**src/rtl/mem_wb_stage.sv**
```systemverilog
// mem_wb_stage: MEM stage plus MEM/WB pipeline register of the RV32I core.
// Runs loads and stores on a req/ack data bus and stalls the core while an
// access is outstanding. It formats store lanes and load data, flags
// misaligned accesses, and flags bus timeouts. Upstream stages hold the MEM
// inputs stable while mem_stall is high. The in-flight instruction's fields
// are therefore read straight from the MEM inputs for the whole access.
module mem_wb_stage #(
  parameter int TIMEOUT = 16
) (
  input  logic        clk,
  input  logic        rst,
  input  logic        MEMvalid,
  input  logic [31:0] MEMpc4,
  input  logic [31:0] MEMinst,
  input  logic [1:0]  MEMwd_sel,
  input  logic        MEMrf_we,
  input  logic        MEMdram_we,
  input  logic [31:0] MEMext,
  input  logic [31:0] MEMrf_rD2,
  input  logic [31:0] MEMalu_c,
  output logic        dbus_req,
  output logic        dbus_we,
  output logic [31:0] dbus_addr,
  output logic [31:0] dbus_wdata,
  output logic [3:0]  dbus_wstrb,
  input  logic        dbus_ack,
  input  logic [31:0] dbus_rdata,
  output logic        mem_stall,
  output logic        WBvalid,
  output logic        WBrf_we,
  output logic [4:0]  WBwR,
  output logic [31:0] WBwd,
  output logic        misalign_err,
  output logic        bus_err
);

  localparam logic [1:0] S_IDLE = 2'd0;
  localparam logic [1:0] S_WAIT = 2'd1;
  localparam logic [1:0] S_ERR  = 2'd2;

  localparam logic [8:0] TMO = 9'(TIMEOUT);

  logic [1:0]  state_q, state_d;
  logic [7:0]  cnt_q, cnt_d;
  logic        req_q, req_d;
  logic        we_q, we_d;
  logic [31:0] addr_q, addr_d;
  logic [31:0] wdata_q, wdata_d;
  logic [3:0]  wstrb_q, wstrb_d;
  logic        wbvalid_q, wbvalid_d;
  logic        wbrfwe_q, wbrfwe_d;
  logic [4:0]  wbwr_q, wbwr_d;
  logic [31:0] wbwd_q, wbwd_d;
  logic        mis_q, mis_d;
  logic        berr_q, berr_d;

  logic [2:0]  funct3;
  logic [1:0]  off;
  logic        is_store, is_load, mem_op, misaligned;
  logic [31:0] st_wdata, ld_data, sel_data, rd_shift;
  logic [3:0]  st_wstrb;
  logic [8:0]  cnt_inc;

  assign funct3   = MEMinst[14:12];
  assign off      = MEMalu_c[1:0];
  assign is_store = MEMdram_we;
  // A store request takes priority over the opcode if both claim the slot.
  assign is_load  = (MEMinst[6:0] == 7'b0000011) && !MEMdram_we;
  assign mem_op   = MEMvalid && (is_load || is_store);
  // Size lives in funct3[1:0]; the reserved size 11 is checked like a word.
  assign misaligned = (funct3[1:0] == 2'b01) ? off[0] :
                      (funct3[1:0] == 2'b00) ? 1'b0 : (off != 2'b00);
  assign rd_shift = dbus_rdata >> {off, 3'b000};
  assign cnt_inc  = {1'b0, cnt_q} + 9'd1;

  // Replicate store data into every lane and pick byte strobes by address.
  always_comb begin
    st_wdata = MEMrf_rD2;
    st_wstrb = 4'b1111;
    case (funct3[1:0])
      2'b00: begin
        st_wdata = {4{MEMrf_rD2[7:0]}};
        st_wstrb = 4'b0001 << off;
      end
      2'b01: begin
        st_wdata = {2{MEMrf_rD2[15:0]}};
        st_wstrb = off[1] ? 4'b1100 : 4'b0011;
      end
      default: ;
    endcase
  end

  // Extract and extend the addressed load lane.
  always_comb begin
    case (funct3)
      3'b000:  ld_data = {{24{rd_shift[7]}}, rd_shift[7:0]};
      3'b001:  ld_data = {{16{rd_shift[15]}}, rd_shift[15:0]};
      3'b100:  ld_data = {24'h0, rd_shift[7:0]};
      3'b101:  ld_data = {16'h0, rd_shift[15:0]};
      default: ld_data = dbus_rdata;
    endcase
  end

  // Write-back select for non-load results; select 1 has no source outside loads.
  always_comb begin
    case (MEMwd_sel)
      2'd2:    sel_data = MEMpc4;
      2'd3:    sel_data = MEMext;
      default: sel_data = MEMalu_c;
    endcase
  end

  // Access FSM, bus drive, stall and next values of the WB register.
  always_comb begin
    state_d   = state_q;
    cnt_d     = cnt_q;
    req_d     = req_q;
    we_d      = we_q;
    addr_d    = addr_q;
    wdata_d   = wdata_q;
    wstrb_d   = wstrb_q;
    wbvalid_d = 1'b0;
    wbrfwe_d  = 1'b0;
    wbwr_d    = MEMinst[11:7];
    wbwd_d    = sel_data;
    mis_d     = 1'b0;
    berr_d    = berr_q;
    mem_stall = 1'b0;
    case (state_q)
      S_IDLE: begin
        if (mem_op && !misaligned) begin
          // Launch the access; WB sees a bubble until the ack.
          mem_stall = 1'b1;
          state_d   = S_WAIT;
          cnt_d     = 8'd0;
          req_d     = 1'b1;
          we_d      = is_store;
          addr_d    = {MEMalu_c[31:2], 2'b00};
          wdata_d   = st_wdata;
          wstrb_d   = is_store ? st_wstrb : 4'b0000;
        end else if (mem_op) begin
          // Misaligned: drop the access but retire the slot with no write.
          mis_d     = 1'b1;
          wbvalid_d = 1'b1;
        end else begin
          wbvalid_d = MEMvalid;
          wbrfwe_d  = MEMrf_we && MEMvalid;
        end
      end
      S_WAIT: begin
        if (dbus_ack) begin
          state_d   = S_IDLE;
          cnt_d     = 8'd0;
          req_d     = 1'b0;
          we_d      = 1'b0;
          wbvalid_d = MEMvalid;
          wbrfwe_d  = MEMvalid && MEMrf_we && !is_store;
          if (is_load) wbwd_d = ld_data;
        end else begin
          mem_stall = 1'b1;
          cnt_d     = cnt_inc[7:0];
          if (cnt_inc >= TMO) begin
            state_d = S_ERR;
            req_d   = 1'b0;
            we_d    = 1'b0;
            berr_d  = 1'b1;
          end
        end
      end
      S_ERR: begin
        // Core stays halted until reset.
        mem_stall = 1'b1;
        berr_d    = 1'b1;
      end
      default: state_d = S_IDLE;
    endcase
  end

  // State and output registers; reset clears everything immediately.
  always_ff @(posedge clk or posedge rst) begin
    if (rst) begin
      state_q   <= S_IDLE;
      cnt_q     <= 8'd0;
      req_q     <= 1'b0;
      we_q      <= 1'b0;
      addr_q    <= 32'h0;
      wdata_q   <= 32'h0;
      wstrb_q   <= 4'h0;
      wbvalid_q <= 1'b0;
      wbrfwe_q  <= 1'b0;
      wbwr_q    <= 5'h0;
      wbwd_q    <= 32'h0;
      mis_q     <= 1'b0;
      berr_q    <= 1'b0;
    end else begin
      state_q   <= state_d;
      cnt_q     <= cnt_d;
      req_q     <= req_d;
      we_q      <= we_d;
      addr_q    <= addr_d;
      wdata_q   <= wdata_d;
      wstrb_q   <= wstrb_d;
      wbvalid_q <= wbvalid_d;
      wbrfwe_q  <= wbrfwe_d;
      wbwr_q    <= wbwr_d;
      wbwd_q    <= wbwd_d;
      mis_q     <= mis_d;
      berr_q    <= berr_d;
    end
  end

  assign dbus_req     = req_q;
  assign dbus_we      = we_q;
  assign dbus_addr    = addr_q;
  assign dbus_wdata   = wdata_q;
  assign dbus_wstrb   = wstrb_q;
  assign WBvalid      = wbvalid_q;
  assign WBrf_we      = wbrfwe_q;
  assign WBwR         = wbwr_q;
  assign WBwd         = wbwd_q;
  assign misalign_err = mis_q;
  assign bus_err      = berr_q;

endmodule

```
**config.mk**
```make
export PLATFORM = sky130hd
export DESIGN_NAME = mem_wb_stage
export DESIGN_NICKNAME = d
export VERILOG_FILES = /design/src/rtl/mem_wb_stage.sv
export SDC_FILE = /design/constraint.sdc
export NUM_CORES = 1
export LEC_CHECK = 0
export CAP_MARGIN = 20
export CORE_ASPECT_RATIO = 0.7
export CORE_MARGIN = 4
export CORE_UTILIZATION = 25
export DETAILED_ROUTE_END_ITERATION = 6
export SYNTH_ARGS = -nofsm -noshare
export SYNTH_HDL_FRONTEND = slang
export SYNTH_SLANG_ARGS = --single-unit
```
**constraint.sdc**
```tcl
create_clock -name clk -period 3.94 [get_ports clk]
set_clock_uncertainty 0.1 [all_clocks]
set_input_delay 0.394 -clock clk [delete_from_list [all_inputs] [get_ports clk]]
set_output_delay 0.394 -clock clk [all_outputs]
set_load 0.01 [all_outputs]
```
# Word level (Yosys, flattened, before mapping)
# Index checks and enable logic that the tools add are counted.
# classes
n_addsub	1
magnitude_cmp	1
n_eq_ne	13
shift	2
muxes	41
bitwise_logic	1
n_reduce_logical	19
# op_table
operator	n
$pmux W32 S2	2
$pmux W32 S4	1
$mux W32	3
$shr A32 B5 Y16	1
$mux W1	19
$mux W8	2
$pmux W8 S2	1
$pmux W1 S2	5
$add A8 B1 Y9 const B	1
$ge A9 B5 Y1 const B	1
$reduce_and A3 Y1	3
$mux W4	2
$pmux W4 S2	1
$eq A7 B2 Y1 const B	1
$eq A2 B2 Y1 const B	3
$eq A3 B3 Y1 const B	2
$mux W2	3
$ne A2 B2 Y1 const B	3
$pmux W2 S3	1
$reduce_bool A2 Y1	3
$logic_and A1 B1 Y1	5
$eq A2 B1 Y1 const B	2
$logic_not A2 Y1	2
$reduce_and A2 Y1	2
8 further kinds	9
# totals
ff_bits	119
out_inout_bits	112
word_cells	91

# Logic depth before layout (Yosys ltp)
# logic_depth
ltp_word	7
mapped_depth	7
ltp_nobuf	5

# Worst setup path after synthesis
# OpenSTA, ideal clock, no wires.
# synth_path
kind	input -> register
start	input port MEMinst[12]
end	register wdata_q[15], in the netlist dbus_wdata[15]
setup_ps	125
arrival_time_ps	1729
required_ps	3715
path_slack_ps	1986
path_stages	4
path_buffers	1
cell_sequence	buf_2 nor2_1 mux2_2 mux2_2
# synth_via
elab_chain_len	6
word_cells_on_any_way	8
# synth_rtl
element	line_no	text
start: declaration	14	input logic [31:0] MEMinst,
$logic_not A2 Y1	72, 80	
$mux W1	72	(funct3[1:0] == 2'b00) ? 1'b0 : (off != 2'b00);
$mux W1	71	assign misaligned = (funct3[1:0] == 2'b01) ? off[0] :
$logic_not A1 Y1	131	if (mem_op && !misaligned) begin
$logic_and A1 B1 Y1	131	
$reduce_and A2 Y1 (no line)	-	
end signal: assignment	201	wdata_q <= wdata_d;
end: declaration	48	logic [31:0] wdata_q, wdata_d;
# Several ways; a longest one is shown, not always the timed one.
# A chain may end at the register's enable or synchronous reset.

# Final worst setup path
# layout_path
start	register state_q[0]
end	output port mem_stall
# layout_via
elab_chain_len	2
word_cells_on_any_way	4
# layout_rtl
element	line_no	text
start: declaration	43	logic [1:0] state_q, state_d;
start signal: assignment	196	state_q <= state_d;
$eq A2 B2 Y1 (tied with other cells)	129	case (state_q)
$pmux W1 S3 *	129	
end: declaration	28	output logic mem_stall,
# Every way passes the cells marked *; elsewhere a longest branch is shown, timed or not.

==> results.yml <==
detailed_routing:
  vias: 5701
  wirelength_um: 24500
  first_pass_iters: 5
  drt-wirelength-per-cell_um: 20.4
  vias_per_cell: 4.75
  ant_nets: 0
  drtIter0Drc: 238
  drc: 0
floorplan:
  coreArea_um2: 24000
  num_io_pins: 312
  rows: 47
  start_util: 0.258
  fp.dieW_um: 196
  die_height_um: 140
  fp.dieArea_um2: 27300
logic_synthesis:
  yosysTopAreaCell: "dfrtp_1"
  synth_area_um2: 6180
  synth_ff_type: "dfrtp_1"
  ys_seq_area_frac: 0.482
  synthTopCellsByArea: "dfrtp_1, mux2i_1, mux2_2"
  synth_top_area_frac: 0.482
  synth_area_per_cell_um2: 10.6
  ys_types: 54
  yosys_warnings: 0
  ys_ff_latch: 119
  synth_edf_count: 0
  syn_inst: 585
  async_reset_ff_frac: 1.00
global_route:
  grt_usage: 0.174
  overflow: 0
  antenna_found_initial: 2
  grt_pass1_wl_um: 36500
  grt_pass1_vias: 5949
  grt_max_degree: 65
placed_design:
  portBuffers: 292
  dp_hpwl_um: 18100
  dp_slack_ns: 0.982
  gp_congestion: 0.793
cts:
  h-tree-depth: 4
  cts_root_buf: "clkbuf_16"
  cts_buffers: 17
  clkSinkCount: 119
  cts_setup_buffers: 0
  cts_tree: "built"
  cts_hold_buffers: 0
  clockBufferDepth: 2
  cts-resized-gates: 0
  clk_latency_ns: 0.42
  clk_pin_slew_ns: 0.05
timing:
  tightest_slew_ns: 0.957
  hold_viol_final: 0
  rsz0062_at_grt: "false"
  clock.fmax_mhz: 337
  setup_tns_ns: 0
  setup_violations: 0
  slew_headroom: 0.362
  min_period_ns: 2.97
  drv_slew: 0
  fin_crit_sh: 0.754
  setup_ws_ns: 0.971
worst_hold_path:
  min_to: "misalign_err"
  holdPathStages: 3
  worst_hold_path_type: "primary input to register"
  worstHoldStart: "MEMinst[13]"
worst_setup_path:
  start_kind: "register"
  rr_endpoint: "dbus_wdata[5]"
  rrSetupSlack_ns: 1.55
  required_ns: 3.45
  worstPathArrival_ns: 2.48
  end_kind: "output port"
  path_class: "register to output port"
  rr_startpoint: "state_q[0]"
  path_max_fanout: 12
  worst_r2r_path_depth: 5
pwr:
  finalPower_w: 0.00514
  vdd_drop_max_mv: 0.292
  p_leak_nw: 4.20
  powerDensity_nw_per_um2: 511
layout:
  final_core_util: 0.419
  regArea_um2: 2980
  fillCellCount: 2353
  multi_input_area_um2: 2990
  nNetsFinal: 1069
  drive_above_1_share: 0.125
  syn2layout_area_growth_pct: 62.8
job:
  cap_viol_max_count: 0
outcome:
  status: "finished clean"
critical path, stage by stage, from the launching register on:
cell             delay [ns]
dfrtp_1                0.55
nor3b_1                0.77
a211o_1                0.18
clkdlybuf4s50_1        0.56
metrics by stage:
stage          area (um2)  instances  hold slack (ns)
6_report            10100       1200            0.259
5_1_grt             10100       1200            0.293
4_1_cts             10000       1198            0.238
3_5_place_dp         9420       1166            0.368
3_3_place_gp         9420       1166            0.362
2_1_floorplan        6180        586            0.325
report_power, final:
group | leakage (nW) | switching [W] | internal [W]
Clock | 0.306 | 0.000584 | 0.00108
Sequential | 1.43 | 0.000183 | 0.00157
Combinational | 2.46 | 0.000688 | 0.00104
per-layer routing:
metal  part of all wire  up-vias  track usage
met5            0.00029        -            0
met4              0.016        2       0.0455
met3              0.098       23       0.0737
met2               0.42      235        0.249
met1               0.47     2724        0.242
li1                   -     2717            -
cell type report:
class / count / share of cell area
timing repair buffer: 307 / 0.303
tap: 318 / 0.0395
sequential: 119 / 0.296
clock buffer: 24 / 0.0499
multi-input combinational: 416 / 0.297
clock inverter: 8 / 0.0117
inverter: 7 / 0.00311
antenna: 1 / 0.000249
cells by family after synthesis:
family,count (synthesis),synth area share
DFF,119,0.482
other,1,0.000607
adders and majority gates,1,0.00202
and+or+nand+nor,126,0.0968
muxes,114,0.202
xor gates and xnor gates,2,0.00284
AOI/OAI and AO/OA,171,0.177
buffers and inverters,51,0.0368
cell usage in the layout, fill, tap and decap left out, types with 3 or more instances in the layout:
cell type and count:
a21o_1 10, a21oi_1 4, a22oi_1 23, a311o_1 3, buf_2 3, buf_4 13
bufinv_16 3, clkbuf_16 17, clkbuf_8 5, clkdlybuf4s50_1 289, clkinv_2 4, dfrtp_1 119
inv_1 5, mux2_2 39, mux2_4 9, mux2i_1 65, nand2_1 68, nand2b_1 7
nand3_1 7, nor2_1 16, nor3_1 6, nor3b_1 3, nor4_1 3, o211a_1 3
o211ai_1 19, o21ai_0 81, o22ai_1 9, o2bb2ai_1 7
sequential cells by signal, indices dropped and copies added (netlist names):
name,count
dbus_wdata,32
cnt_q,8
bus_err,1
WBwR,5
dbus_we,1
dbus_req,1
state_q,2
WBwd,32
misalign_err,1
dbus_addr,30
WBvalid,1
dbus_wstrb,4
WBrf_we,1
cells in the mapped netlist (2+ instances only):
cell type / n
o22ai_1: 9
o21ai_0: 81
nor3b_1: 3
mux2i_1: 65
mux2_4: 9
clkbuf_1: 23
nor2_1: 16
or3_1: 2
buf_2: 11
nor2b_1: 2
nand2b_1: 7
o211ai_1: 19
inv_1: 6
nand2_1: 68
o211a_1: 3
nor4bb_1: 2
a311o_1: 3
a31o_2: 2
nor3_1: 6
mux2_2: 39
a22oi_1: 23
nor4_1: 3
buf_1: 6
buf_4: 2
buf_6: 2
a21o_1: 10
nand3_1: 8
o2bb2ai_1: 7
a21oi_1: 4
o21ai_1: 2
dfrtp_1: 119
worst max path at each step:
stage	slack [ns]	endpoint	startpoint	cells past startpoint
final	0.97	mem_stall	state_q[0]	3
after global routing	0.83	mem_stall	state_q[0]	3
after CTS	1.0	mem_stall	MEMinst[2]	6
after detailed placement	0.98	dbus_wdata[5]	MEMinst[3]	6
after global placement	0.99	mem_stall	MEMinst[2]	6
after floorplan	0.29	WBrf_we	rst	1
Note: power is estimated with default switching activity, not from simulation.
